==> src/rtl/mem_access_unit_if.sv <==
// Bundle of the MEM-stage pipeline controls and the data-memory req/ack port.
// The master modport is the access unit; the slave modport is the pipeline/memory side.
interface mem_access_unit_if;
  logic        MemRead_in;
  logic        MemWrite_in;
  logic [1:0]  MemSize_in;
  logic        MemSign_in;
  logic [31:0] ALUResult_in;
  logic [31:0] WriteData_in;
  logic        dmem_req;
  logic        dmem_we;
  logic [31:0] dmem_addr;
  logic [3:0]  dmem_be;
  logic [31:0] dmem_wdata;
  logic        dmem_ack;
  logic [31:0] dmem_rdata;
  logic [31:0] MemData_out;
  logic        MEM_Stall;
  logic        MEM_Flush;
  logic        AlignErr;
  logic        BusErr;

  modport master (
    input  MemRead_in, MemWrite_in, MemSize_in, MemSign_in, ALUResult_in, WriteData_in,
    input  dmem_ack, dmem_rdata,
    output dmem_req, dmem_we, dmem_addr, dmem_be, dmem_wdata,
    output MemData_out, MEM_Stall, MEM_Flush, AlignErr, BusErr
  );

  modport slave (
    output MemRead_in, MemWrite_in, MemSize_in, MemSign_in, ALUResult_in, WriteData_in,
    output dmem_ack, dmem_rdata,
    input  dmem_req, dmem_we, dmem_addr, dmem_be, dmem_wdata,
    input  MemData_out, MEM_Stall, MEM_Flush, AlignErr, BusErr
  );
endinterface

==> src/rtl/mem_access_unit.sv <==
// MEM-stage data-memory controller: issues req/ack accesses, stalls the pipeline,
// formats load data and flags misaligned or timed-out accesses.
module mem_access_unit #(
  parameter int unsigned TIMEOUT = 255
) (
  input  logic              clk,
  input  logic              rst,
  mem_access_unit_if.master bus
);

  typedef enum logic [1:0] {S_IDLE, S_WAIT, S_DONE} state_t;

  state_t      r_state, w_state_nxt;
  logic [31:0] r_rdata_q;
  logic [7:0]  r_wait_cnt;
  logic        r_berr_q;

  logic        w_access, w_wr, w_half, w_word, w_mis, w_req, w_timeout;
  logic [1:0]  w_a;
  logic [3:0]  w_store_be;
  logic [31:0] w_store_wd, w_fmt;
  logic [7:0]  w_byte;
  logic [15:0] w_hword;

  assign w_a      = bus.ALUResult_in[1:0];
  assign w_access = bus.MemRead_in | bus.MemWrite_in;
  assign w_wr     = bus.MemWrite_in;
  assign w_half   = (bus.MemSize_in == 2'b01);
  assign w_word   = bus.MemSize_in[1];
  assign w_mis    = w_access & ((w_half & w_a[0]) | (w_word & (w_a != 2'b00)));
  assign w_timeout = (r_wait_cnt == 8'(TIMEOUT));

  // Store lane steering; size 11 falls into the word case.
  always_comb begin
    w_store_be = 4'b1111;
    w_store_wd = bus.WriteData_in;
    if (bus.MemSize_in == 2'b00) begin
      w_store_be = 4'b0001 << w_a;
      w_store_wd = {4{bus.WriteData_in[7:0]}};
    end else if (w_half) begin
      w_store_be = w_a[1] ? 4'b1100 : 4'b0011;
      w_store_wd = {2{bus.WriteData_in[15:0]}};
    end
  end

  always_comb begin
    w_byte = r_rdata_q[7:0];
    case (w_a)
      2'd1:    w_byte = r_rdata_q[15:8];
      2'd2:    w_byte = r_rdata_q[23:16];
      2'd3:    w_byte = r_rdata_q[31:24];
      default: w_byte = r_rdata_q[7:0];
    endcase
    w_hword = w_a[1] ? r_rdata_q[31:16] : r_rdata_q[15:0];
    if (bus.MemSize_in == 2'b00)
      w_fmt = {{24{bus.MemSign_in & w_byte[7]}}, w_byte};
    else if (w_half)
      w_fmt = {{16{bus.MemSign_in & w_hword[15]}}, w_hword};
    else
      w_fmt = r_rdata_q;
  end

  // Outputs are forced idle while reset is held so a live instruction cannot request.
  always_comb begin
    w_state_nxt     = r_state;
    w_req           = 1'b0;
    bus.MEM_Stall   = 1'b0;
    bus.MEM_Flush   = 1'b0;
    bus.AlignErr    = 1'b0;
    bus.BusErr      = 1'b0;
    bus.MemData_out = 32'h0;
    if (rst) begin
      case (r_state)
        S_IDLE: begin
          if (w_mis) begin
            bus.AlignErr  = 1'b1;
            bus.MEM_Flush = 1'b1;
          end else if (w_access) begin
            w_req         = 1'b1;
            bus.MEM_Stall = 1'b1;
            w_state_nxt   = bus.dmem_ack ? S_DONE : S_WAIT;
          end
        end
        S_WAIT: begin
          w_req         = 1'b1;
          bus.MEM_Stall = 1'b1;
          if (bus.dmem_ack || w_timeout) w_state_nxt = S_DONE;
        end
        S_DONE: begin
          w_state_nxt     = S_IDLE;
          bus.BusErr      = r_berr_q;
          bus.MEM_Flush   = r_berr_q;
          bus.MemData_out = w_wr ? 32'h0 : w_fmt;
        end
        default: w_state_nxt = S_IDLE;
      endcase
    end
  end

  assign bus.dmem_req   = w_req;
  assign bus.dmem_we    = w_req & w_wr;
  assign bus.dmem_addr  = w_req ? {bus.ALUResult_in[31:2], 2'b00} : 32'h0;
  assign bus.dmem_be    = w_req ? (w_wr ? w_store_be : 4'b1111) : 4'b0000;
  assign bus.dmem_wdata = w_req ? w_store_wd : 32'h0;

  always_ff @(posedge clk or negedge rst) begin
    if (!rst) begin
      r_state    <= S_IDLE;
      r_rdata_q  <= 32'h0;
      r_wait_cnt <= 8'h0;
      r_berr_q   <= 1'b0;
    end else begin
      r_state <= w_state_nxt;
      case (r_state)
        S_IDLE: begin
          if (w_req) begin
            if (bus.dmem_ack) r_rdata_q  <= bus.dmem_rdata;
            else              r_wait_cnt <= 8'd1;
          end
        end
        S_WAIT: begin
          // Ack beats a coincident timeout.
          if (bus.dmem_ack) begin
            r_rdata_q <= bus.dmem_rdata;
          end else if (w_timeout) begin
            r_berr_q  <= 1'b1;
            r_rdata_q <= 32'h0;
          end else begin
            r_wait_cnt <= r_wait_cnt + 8'd1;
          end
        end
        S_DONE: begin
          r_berr_q   <= 1'b0;
          r_wait_cnt <= 8'h0;
        end
        default: ;
      endcase
    end
  end

endmodule

==> src/flat_wrapper.sv <==
// flat-port wrapper written by rule: the top's interface ports become plain ports
module mem_access_unit_flat 
#(
  parameter int unsigned TIMEOUT = 255
)
  (clk, rst, bus_MemRead_in, bus_MemWrite_in, bus_MemSize_in, bus_MemSign_in, bus_ALUResult_in, bus_WriteData_in, bus_dmem_ack, bus_dmem_rdata, bus_dmem_req, bus_dmem_we, bus_dmem_addr, bus_dmem_be, bus_dmem_wdata, bus_MemData_out, bus_MEM_Stall, bus_MEM_Flush, bus_AlignErr, bus_BusErr);
  mem_access_unit_if bus_i ();
  input  logic clk;
  input  logic rst;
  input wire logic [$bits(bus_i.MemRead_in)-1:0] bus_MemRead_in;
  input wire logic [$bits(bus_i.MemWrite_in)-1:0] bus_MemWrite_in;
  input wire logic [$bits(bus_i.MemSize_in)-1:0] bus_MemSize_in;
  input wire logic [$bits(bus_i.MemSign_in)-1:0] bus_MemSign_in;
  input wire logic [$bits(bus_i.ALUResult_in)-1:0] bus_ALUResult_in;
  input wire logic [$bits(bus_i.WriteData_in)-1:0] bus_WriteData_in;
  input wire logic [$bits(bus_i.dmem_ack)-1:0] bus_dmem_ack;
  input wire logic [$bits(bus_i.dmem_rdata)-1:0] bus_dmem_rdata;
  output wire logic [$bits(bus_i.dmem_req)-1:0] bus_dmem_req;
  output wire logic [$bits(bus_i.dmem_we)-1:0] bus_dmem_we;
  output wire logic [$bits(bus_i.dmem_addr)-1:0] bus_dmem_addr;
  output wire logic [$bits(bus_i.dmem_be)-1:0] bus_dmem_be;
  output wire logic [$bits(bus_i.dmem_wdata)-1:0] bus_dmem_wdata;
  output wire logic [$bits(bus_i.MemData_out)-1:0] bus_MemData_out;
  output wire logic [$bits(bus_i.MEM_Stall)-1:0] bus_MEM_Stall;
  output wire logic [$bits(bus_i.MEM_Flush)-1:0] bus_MEM_Flush;
  output wire logic [$bits(bus_i.AlignErr)-1:0] bus_AlignErr;
  output wire logic [$bits(bus_i.BusErr)-1:0] bus_BusErr;
  assign bus_i.MemRead_in = bus_MemRead_in;
  assign bus_i.MemWrite_in = bus_MemWrite_in;
  assign bus_i.MemSize_in = bus_MemSize_in;
  assign bus_i.MemSign_in = bus_MemSign_in;
  assign bus_i.ALUResult_in = bus_ALUResult_in;
  assign bus_i.WriteData_in = bus_WriteData_in;
  assign bus_i.dmem_ack = bus_dmem_ack;
  assign bus_i.dmem_rdata = bus_dmem_rdata;
  assign bus_dmem_req = bus_i.dmem_req;
  assign bus_dmem_we = bus_i.dmem_we;
  assign bus_dmem_addr = bus_i.dmem_addr;
  assign bus_dmem_be = bus_i.dmem_be;
  assign bus_dmem_wdata = bus_i.dmem_wdata;
  assign bus_MemData_out = bus_i.MemData_out;
  assign bus_MEM_Stall = bus_i.MEM_Stall;
  assign bus_MEM_Flush = bus_i.MEM_Flush;
  assign bus_AlignErr = bus_i.AlignErr;
  assign bus_BusErr = bus_i.BusErr;
  mem_access_unit #(.TIMEOUT(TIMEOUT)) u_core (.clk(clk), .rst(rst), .bus(bus_i));
endmodule
==> config.mk <==
export PLATFORM = sky130hd
export DESIGN_NAME = mem_access_unit_flat
export DESIGN_NICKNAME = d
export VERILOG_FILES = /design/src/rtl/mem_access_unit_if.sv /design/src/rtl/mem_access_unit.sv /design/src/flat_wrapper.sv
export SDC_FILE = /design/constraint.sdc
export NUM_CORES = 1
export LEC_CHECK = 0
export ABC_AREA = 1
export ABC_CLOCK_PERIOD_IN_PS = 1700
export BUFFER_PORTS_ARGS = -buffer_cell sky130_fd_sc_hd__buf_2
export CAP_MARGIN = 20
export CORE_MARGIN = 2
export CORE_UTILIZATION = 41
export CTS_BUF_LIST = sky130_fd_sc_hd__clkbuf_16
export DETAILED_ROUTE_END_ITERATION = 10
export HOLD_SLACK_MARGIN = 0.02
export PLACE_DENSITY_LB_ADDON = 0.12
export SLEW_MARGIN = 10
export SYNTH_ARGS = -nofsm -noshare
export SYNTH_HDL_FRONTEND = slang
export SYNTH_SLANG_ARGS = --single-unit
export TNS_END_PERCENT = 5
==> constraint.sdc <==
create_clock -name clk -period 1.7 [get_ports clk]
set_input_delay 0.17 -clock clk [delete_from_list [all_inputs] [get_ports clk]]
set_output_delay 0.17 -clock clk [all_outputs]
set_load 0.02 [all_outputs]
# Word-level counts from Yosys, hierarchy flattened
# Index checks and enable logic that the tools add are counted.
[op_classes]
bitwise = 8
n_shift = 1
reduce_logical = 11
eq_ne = 17
n_mux = 45
add_sub_neg = 1
[op_table]
columns = ["operator", "n"]
rows = [
  ["$mux W32", 13],
  ["$pmux W32 S2", 1],
  ["$pmux W8 S3", 2],
  ["$mux W8", 4],
  ["$mux W4", 5],
  ["$mux W16", 1],
  ["$mux W1", 11],
  ["$ne A2 B2 Y1 const B", 5],
  ["$add A8 B1 Y8 const B", 1],
  ["$eq A8 B8 Y1 const B", 1],
  ["$mux W2", 4],
  ["$ne A2 B1 Y1 const B", 4],
  ["$reduce_and A4 Y1", 2],
  ["$and A1 B1 Y1", 6],
  ["$eq A2 B1 Y1 const B", 3],
  ["$eq A2 B2 Y1 const B", 3],
  ["$pmux W1 S2", 3],
  ["$reduce_bool A2 Y1", 3],
  ["$reduce_and A5 Y1", 1],
  ["$logic_not A2 Y1", 2],
  ["$pmux W2 S2", 1],
  ["$shl A1 B2 Y4 const A", 1],
  ["$ne A3 B2 Y1 const B", 1],
  ["$reduce_and A3 Y1", 1],
  ["3 further kinds", 4],
]
[totals]
in_bits = 104
ff_bits = 43
elab_cells = 87
out_inout_bits = 106

# Depth between registers and ports, before layout
# Gate-level depths: netlist of run 1.
[depth]
ltp_word = 9
ltp_mapped = 12
mapped_depth_nobuf = 11

# Worst setup path before layout of run 1
# Ideal clock, no wire load.
[synth_path]
path_kind = "flip-flop to output port"
startpoint = "reg u_core.r_state[0]"
endpoint = "out bus_dmem_req"
path_buffers = 3
t_required_ps = 1530
arrival_ps = 1723
setup_slack_ps = -193
stages_incl_launch_ff = 12
path_cell_list = "dfrtp_1 inv_1 ha_1 inv_1 nor2_1 nand2_1 nand2_1 nand2_2 buf_2 buf_2 inv_1 buf_4"
[synth_via]
elab_chain_len = 3
word_cells_on_any_way = 4
cone_classes = "eq/ne (1); mux (2); reduce/logical (1)"
[synth_rtl]
columns = ["element", "line_no", "rtl"]
rows = [
  ["start, declared", "mem_access_unit.sv:13", "state_t r_state, w_state_nxt;"],
  ["start signal, assigned", "mem_access_unit.sv:113", "r_state <= w_state_nxt;"],
  ["$eq A2 B1 Y1 or $logic_not A2 Y1 (tied branches)", "--", ""],
  ["$pmux W1 S2 *", "--", ""],
  ["$mux W1 *", "--", ""],
  ["end, declared", "flat_wrapper.sv:18", "output wire logic [$bits(bus_i.dmem_req)-1:0] bus_dmem_req;"],
]
# Every way passes the cells marked *; elsewhere a longest branch is shown, timed or not.

# Worst setup path in the final report of run 1
[layout_path]
startpoint = "reg u_core.r_state[1]"
endpoint = "out bus_dmem_be[3]"
[layout_via]
elab_chain_len = 4
word_cells_on_any_way = 5
cone_classes = "eq/ne (1); mux (3); reduce/logical (1)"
[layout_rtl]
columns = ["element", "line_no", "rtl"]
rows = [
  ["$eq A2 B1 Y1 or $logic_not A2 Y1 (tied branches)", "mem_access_unit.sv:73", "case (r_state)"],
  ["$pmux W1 S2 *", "mem_access_unit.sv:73", ""],
  ["$mux W1 *", "mem_access_unit.sv:72", "if (rst) begin"],
  ["$mux W4 *", "mem_access_unit.sv:103", "assign bus.dmem_be = w_req ? (w_wr ? w_store_be : 4'b1111) : 4'b0000;"],
  ["end, declared", "flat_wrapper.sv:21", "output wire logic [$bits(bus_i.dmem_be)-1:0] bus_dmem_be;"],
]
# Marks and branches as above.

==> run summary, run 1 <==
The cell type contributing the most total cell area after synthesis is dfrtp_1. The total of buffers placed on input and output ports came out at 207. The delay of the slowest cell on the worst path came out at 430 ps.

The cell area after synthesis came out at 0.003625 mm2. The type of the worst setup path is flip-flop to output pin. The final HPWL from detailed placement came out at 10660 um. The run finished, with violations left.

The min-delay analysis places its worst path in the category input port to flip-flop. Measured along the y axis, the die boundary spans 98.03 um. By area the synthesized netlist is led by dfrtp_1, nand2_1, nor2_1. The synthesis-to-finish area growth came out at 74.42%. The element type at the critical path start is a flip-flop. TritonCTS built the clock tree. The smallest setup slack after layout came out at -352.2 ps. The number of placed cells counting well taps came out at 925. The number of antenna violations at the first check in global routing was 0. The maximum clock rate came out at 487.3 MHz. The clock tree skew after final layout came out at 3.713 ps. The worst slack after detailed placement came out at -114.8 ps. The cell that appears most often on the critical path is inv_2. The number of hold violations in the final report is 0. The root buffer selected by CTS is clkbuf_16. After the flow finishes, the layout carries non-filler instances totaling 945. The critical path goes through inv_2 -> ha_4 -> inv_2 -> nor2_4 -> nand2_2 -> nand2_4 -> nand2_8 -> buf_12 -> a31oi_1 -> buf_2. Across the VDD grid, the largest voltage drop is 660.6 uV. The number of warnings reported in the yosys synthesis log came out at 0. Fill cells in the final layout number 629.

The total DRC errors in the routed layout is 0. The headroom to the max-slew limit is 60.17%. The worst-path maximum fanout is 8. The static leakage power came out at 0.003264 uW. Data on the critical path is required at its endpoint by 1530 ps.

The routed wirelength normalized by instance count came out at 16.93 um. The count of final max-slew check failures came out at 0. The power density over the cells is 1239 mW/mm2.

The area of the core region came out at 0.008636 mm2. The global-route usage over all layers is 29.63%. The clock passes through at most 2 buffers. Entering global routing, the biggest net connects 34 pins.

The DRC violation total after the first TritonRoute iteration is 270. The top-level port count is 210. Setup repair after global routing could not meet its margin everywhere. The minimum clock period after layout came out at 2052 ps. In the final layout, the share of cells above drive strength 1 is 43.97%. The routed via count came out at 5085. In this run the mean area of a mapped cell was 5.972 um2. The cell type of the slowest stage on the worst timing path is dfrtp_1. The share of the core filled with cells came out at 73.21%.

The global-route congestion overflow total came out at 0. The starting density of the core came out at 41.97%. Counting flops and latches in the post-synthesis netlist gives 43.

The worst setup path is captured at an output pin. Once detail routing completed, the nets flagged for antenna violations numbered 0. The congestion estimate from routability-driven global placement came to 0.8944. The final reports fail on setup timing.

The detailed-routing iteration count for the pre-antenna-repair pass is 5. The total CTS buffers came out at 5. The insertion delay of the later-clocked pin in the worst-skew pair came out at 280 ps. Synthesis produced 607 cells. The die is 98.03 um wide. The number of max-cap violations is 0. STA puts the critical path data arrival time at 1880 ps.

The number of distinct library cells after synthesis is 30. Summed over all failing endpoints, the final setup total negative slack is -36870 ps. The via density per instance came out at 5.381.

Total power for the finished layout comes to 7832 uW. The final wirelength came out at 16000 um. The sequential fraction of the synthesis area is 29.69%. The ratio of final minimum period to clock period is 120.7%.

The die area came out at 0.009609 mm2. The top cell types in the final layout, fill and taps aside, are nand2_1, buf_2, buf_4. The most common cell after layout, fill and taps aside is nand2_1. At the pin with the least slew margin, the transition time is 595.5 ps.

The area fraction of the dominant cell type after synthesis is 29.69%. The number of standard-cell rows in the floorplan is 34. The count of antenna diodes in the layout is 0. The final net count came out at 946. The clock input transition at the sequential cells of the worst setup and hold paths is 60 ps. The via count of the first global-routing pass is 4794.

The H-tree was split into 2 levels. The wire length of the first global-routing pass came out at 23170 um. Setup violations remaining at the end of the flow were counted as 143.

The tree built by TritonCTS fans out to 43 sinks.
[cell families after synthesis]
group | synth area share [%]
simple gates | 38.32
other cells | 0.1035
compound gates | 17.12
buf+inv | 13.05
fa+ha+maj | 1.726
flops | 29.69
[layer usage]
layer  wire length, um  global-route usage [%]
met1              5981                   33.92
met2              8327                   54.27
met3              1089                   4.510
met4               597                   13.14
met5                 0                       0
[power breakdown]
group	switching, uW	leakage, uW	total (uW)	internal [uW]
clock network	382	0.0000671	911	528
logic	2980	0.00264	5150	2170
registers	367	0.000557	1770	1400
[repair_timing]
item,CTS,global route
buffers inserted,1,6
hold buffers,1,0
gates cloned,1,4
pin swaps,5,22
setup endpoints to repair,143,144
endpoints found under the hold margin,13,0
gates resized for setup,161,97
[registers in the layout, indices dropped and copies added (netlist names)]
register,cells
u_core.r_rdata_q,32
u_core.r_wait_cnt,8
u_core.r_berr_q,1
u_core.r_state,2
[layout make-up]
type	instances	area, um2	share of cell area, %
sequential	43	1076	17.02
inverter	75	291.5	4.611
tap	108	135.1	2.137
multi-input combinational	452	2557	40.45
clock inverter	2	8.758	0.1385
timing repair buffer	260	2128	33.66
clock buffer	5	125.1	1.979
[final timing paths]
kind	from	slack, ps	cells past startpoint	end
min in group asynchronous	rst	150	3	u_core.r_rdata_q[9]
max in group asynchronous	rst	650	3	u_core.r_rdata_q[2]
max	u_core.r_state[1]	-350	10	bus_dmem_be[3]
min reg2reg	u_core.r_rdata_q[2]	500	2	u_core.r_rdata_q[2]
min	bus_dmem_rdata[12]	110	3	u_core.r_rdata_q[12]
max reg2reg	u_core.r_state[1]	-250	14	u_core.r_rdata_q[30]
[metrics by stage]
| step | hold slack, ps | area, um2 |
|---|---|---|
| detailed placement | 209.9 | 5154 |
| CTS | 105.5 | 5792 |
| floorplan | -125.6 | 3784 |
| finish | 112.7 | 6322 |
| global placement | 203.6 | 5154 |
| global route | 129.7 | 6322 |
[worst max-delay path, delay by kind of cell (launching register included)]
family | cells | cell delay, ps
buf+inv | 4 | 520
compound gates | 1 | 130
simple gates | 4 | 360
fa+ha+maj | 1 | 140
flops | 1 | 430
[synthesized netlist by cell type]
library cell  count
clkbuf_1         17
dfrtp_1          43
o21ai_0          17
a221oi_1          6
nand3_2           1
a31oi_1           2
inv_1            71
buf_2            13
a21oi_1          50
buf_4             8
nand3_1          52
o22ai_1           6
inv_2             3
or2_2             1
nand2_2           7
o21bai_1          1
ha_1              5
nor2_2            2
nand4_1           1
nand2_1         140
inv_4             1
or2_0             1
nand3b_1          1
nor2_1          131
conb_1            1
and3_1            1
nor3_1            1
o211ai_1         21
o2111ai_1         2
nor3b_1           1
No activity file was read; power rests on OpenSTA's default activity.
==> run 2, diff against run 1 <==
- PLACE_DENSITY_LB_ADDON: 0.12 -> 0.05
- SKIP_CTS_REPAIR_TIMING: not set -> 1
==> run summary, run 2 (synthesis gave the netlist of run 1 again) <==
The count of antenna diodes in the layout is 0 (unchanged). The minimum clock period after layout was 1984 ps (-67.87 ps). STA classifies the critical path startpoint as a flip-flop.

The peak supply drop is 711.3 uV (+7.7%). The number of standard-cell rows in the floorplan came out at 34 (unchanged). The path class of the tightest hold or removal check is input port to flip-flop. The number of placed cells counting well taps came out at 927 (+0.22%). The global-route usage over all layers came out at 27.04% (-2.6 points). The power density over the cells is 1226 mW/mm2 (-1.0%). The total of buffers placed on input and output ports came out at 207 (unchanged).

The insertion delay of the later-clocked pin in the worst-skew pair is 280 ps (about the same). The largest net degree at the start of global routing was 45 (+32%). The DRC violation total after the first TritonRoute iteration is 296 (+9.6%). The checks that failed: setup timing. The root buffer selected by CTS is clkbuf_16. The top-level port count came to 210 (unchanged). The share of the core filled with cells is 69.76% (-3.4 points). The total CTS buffers was 5 (unchanged). The CTS sink count came out at 43 (unchanged). The clock tree skew after final layout is 3.053 ps (-0.6598 ps). The final net count came to 943 (-0.32%).

The maximum clock rate was 503.9 MHz (+3.4%). The transition time at the pin with the least slew margin came out at 573.1 ps (-22.39 ps). The count of non-filler cells in the finished layout is 943 (-0.21%).

The smallest setup slack after layout came to -284.3 ps (+67.87 ps). The die extent in x is 98.03 um (unchanged). The delay of the slowest cell on the worst path is 390 ps (-40 ps).

The static leakage power is 0.003192 uW (-2.2%). The required time of the worst setup path is 1530 ps (about the same). The type of the worst setup path is flip-flop to output pin.

The flip-flop count of the largest register after layout came out at 32 (unchanged). The routed via count came out at 4949 (-2.7%). The area of the core region is 0.008636 mm2 (unchanged). The number of hold violations in the final report is 0 (unchanged). Setup repair after global routing could not meet its margin everywhere.

STA classifies the critical path endpoint as an output pin. The critical path goes through inv_2 -> ha_4 -> inv_2 -> nor2_4 -> nand2_2 -> nand2_4 -> nand2_8 -> buf_6 -> buf_6 -> nor2_2 -> buf_4. The final wirelength was 14610 um (-8.6%). The maximum root-to-sink buffer count is 2 (unchanged). The final HPWL from detailed placement was 10430 um (-2.2%). The flow ran to the end, but the final reports show violations. TritonCTS built the clock tree. The number of H-tree levels was 2 (unchanged). The via density per instance is 5.248 (-2.5%). The clock input transition at the sequential cells of the worst setup and hold paths is 60 ps (about the same).

The total DRC errors in the routed layout is 0 (unchanged). The starting density of the core came out at 41.97% (unchanged). The routed wirelength normalized by instance count is 15.50 um (-8.4%).

The synthesis-to-finish area growth came out at 66.21%. On the critical path, the stage with the largest delay is an instance of dfrtp_1. The proportion of layout cells with a drive suffix above 1 is 42.16% (-1.8 points).

The post-route worst hold slack came out at 119.4 ps (+6.607 ps). The signal arrival time at the worst endpoint was 1810 ps (-70 ps). The number of antenna violations at the first check in global routing was 0 (unchanged). The count of nets left with antenna violations after detail routing came to 0 (unchanged).

The headroom to the max-slew limit is 61.79% (+1.6 points). The register name with the most flops is u_core.r_rdata_q. The count of final max-slew check failures came out at 0 (unchanged). The number of setup violations in the final report is 141 (-1.4%).

Leaving out fill and tap cells, the most frequent cell in the layout is nand2_1. The wire length of the first global-routing pass came out at 21550 um (-7.0%). In the layout the commonest cells are nand2_1, buf_2, buf_4. In the final layout, the registers with the most flip-flops are u_core.r_rdata_q (32), u_core.r_wait_cnt (8), u_core.r_state (2). The die area came out at 0.009609 mm2 (unchanged). The global-route congestion overflow total is 0 (unchanged). The die extent in y came out at 98.03 um (unchanged). The worst-path maximum fanout is 6 (-2).

The number of max-cap violations came out at 0 (unchanged). The ratio of final minimum period to clock period is 116.7% (-4.0 points). The routability congestion estimate from global placement is 0.9370 (+4.8%).

The detailed-routing iteration count for the pre-antenna-repair pass came to 5 (unchanged). The via count of the first global-routing pass is 4427 (-7.7%).
[run 2: changes by cell type in the layout (fill, tap and decap cells not counted), moves of 2 or more]
| cell | before | now |
|---|---|---|
| buf_2 | 105 | 114 |
| buf_4 | 75 | 94 |
| buf_6 | 65 | 37 |
| inv_2 | 6 | 8 |
| inv_4 | 4 | 2 |
| nand2_2 | 4 | 6 |
| nand3_2 | 2 | 0 |
| nor2_1 | 61 | 71 |
| nor2_4 | 31 | 22 |
[run 2: layout make-up]
| type | count | area (um2) |
|---|---|---|
| inverter | 75 | 286.5 |
| timing repair buffer | 256 | 1931 |
| sequential | 43 | 1076 |
| multi-input combinational | 453 | 2460 |
| clock inverter | 3 | 11.26 |
| tap | 108 | 135.1 |
| clock buffer | 5 | 125.1 |
| fill | 753 | 2611 |
[run 2: final timing paths]
| kind | startpoint | to | slack (ps) | depth (start not counted) |
|---|---|---|---|---|
| worst min-delay path | bus_dmem_rdata[28] | u_core.r_rdata_q[28] | 120 | 3 |
| worst max-delay path | u_core.r_state[0] | bus_dmem_wdata[2] | -280 | 11 |
| min in group asynchronous | rst | u_core.r_rdata_q[9] | 220 | 2 |
| max in group asynchronous | rst | u_core.r_rdata_q[18] | 1100 | 2 |
| worst min register to register | u_core.r_rdata_q[25] | u_core.r_rdata_q[25] | 510 | 2 |
| worst max register to register | u_core.r_state[0] | u_core.r_rdata_q[2] | -190 | 14 |
[run 2: metrics by stage]
stage	total power, uW	setup WS [ps]	TNS (ps)	area (um2)
6_report	7385	-284.3	-28070	6025
5_1_grt	7952	-377.1	-42170	6025
3_3_place_gp	5550	-74.55	-1309	5169
2_1_floorplan	4185	-64.51	-2103	3784
4_1_cts	6561	-420.0	-37800	5305
3_5_place_dp	5630	-104.7	-6680	5169
[run 2: critical path: cells and delay by family (launching register included)]
kind / cells / cell delay (ps)
buffers and inverters: 5 / 580
AND/OR/NAND/NOR: 5 / 430
flip-flops: 1 / 390
adder cells (fa/ha/maj): 1 / 140
[run 2: report_power, final]
part | switching, uW | leakage (uW) | internal [uW]
Combinational | 2790 | 0.00256 | 1940
Sequential | 342 | 0.000557 | 1400
Clock | 377 | 0.0000701 | 529
[run 2: metal layers]
layer	track usage, %	wire, um	vias to the layer above
met2	44.63	7349	225
met5	0	0	-
met3	3.006	998	20
li1	-	-	2396
met4	5.556	279	0
met1	38.53	5985	2308
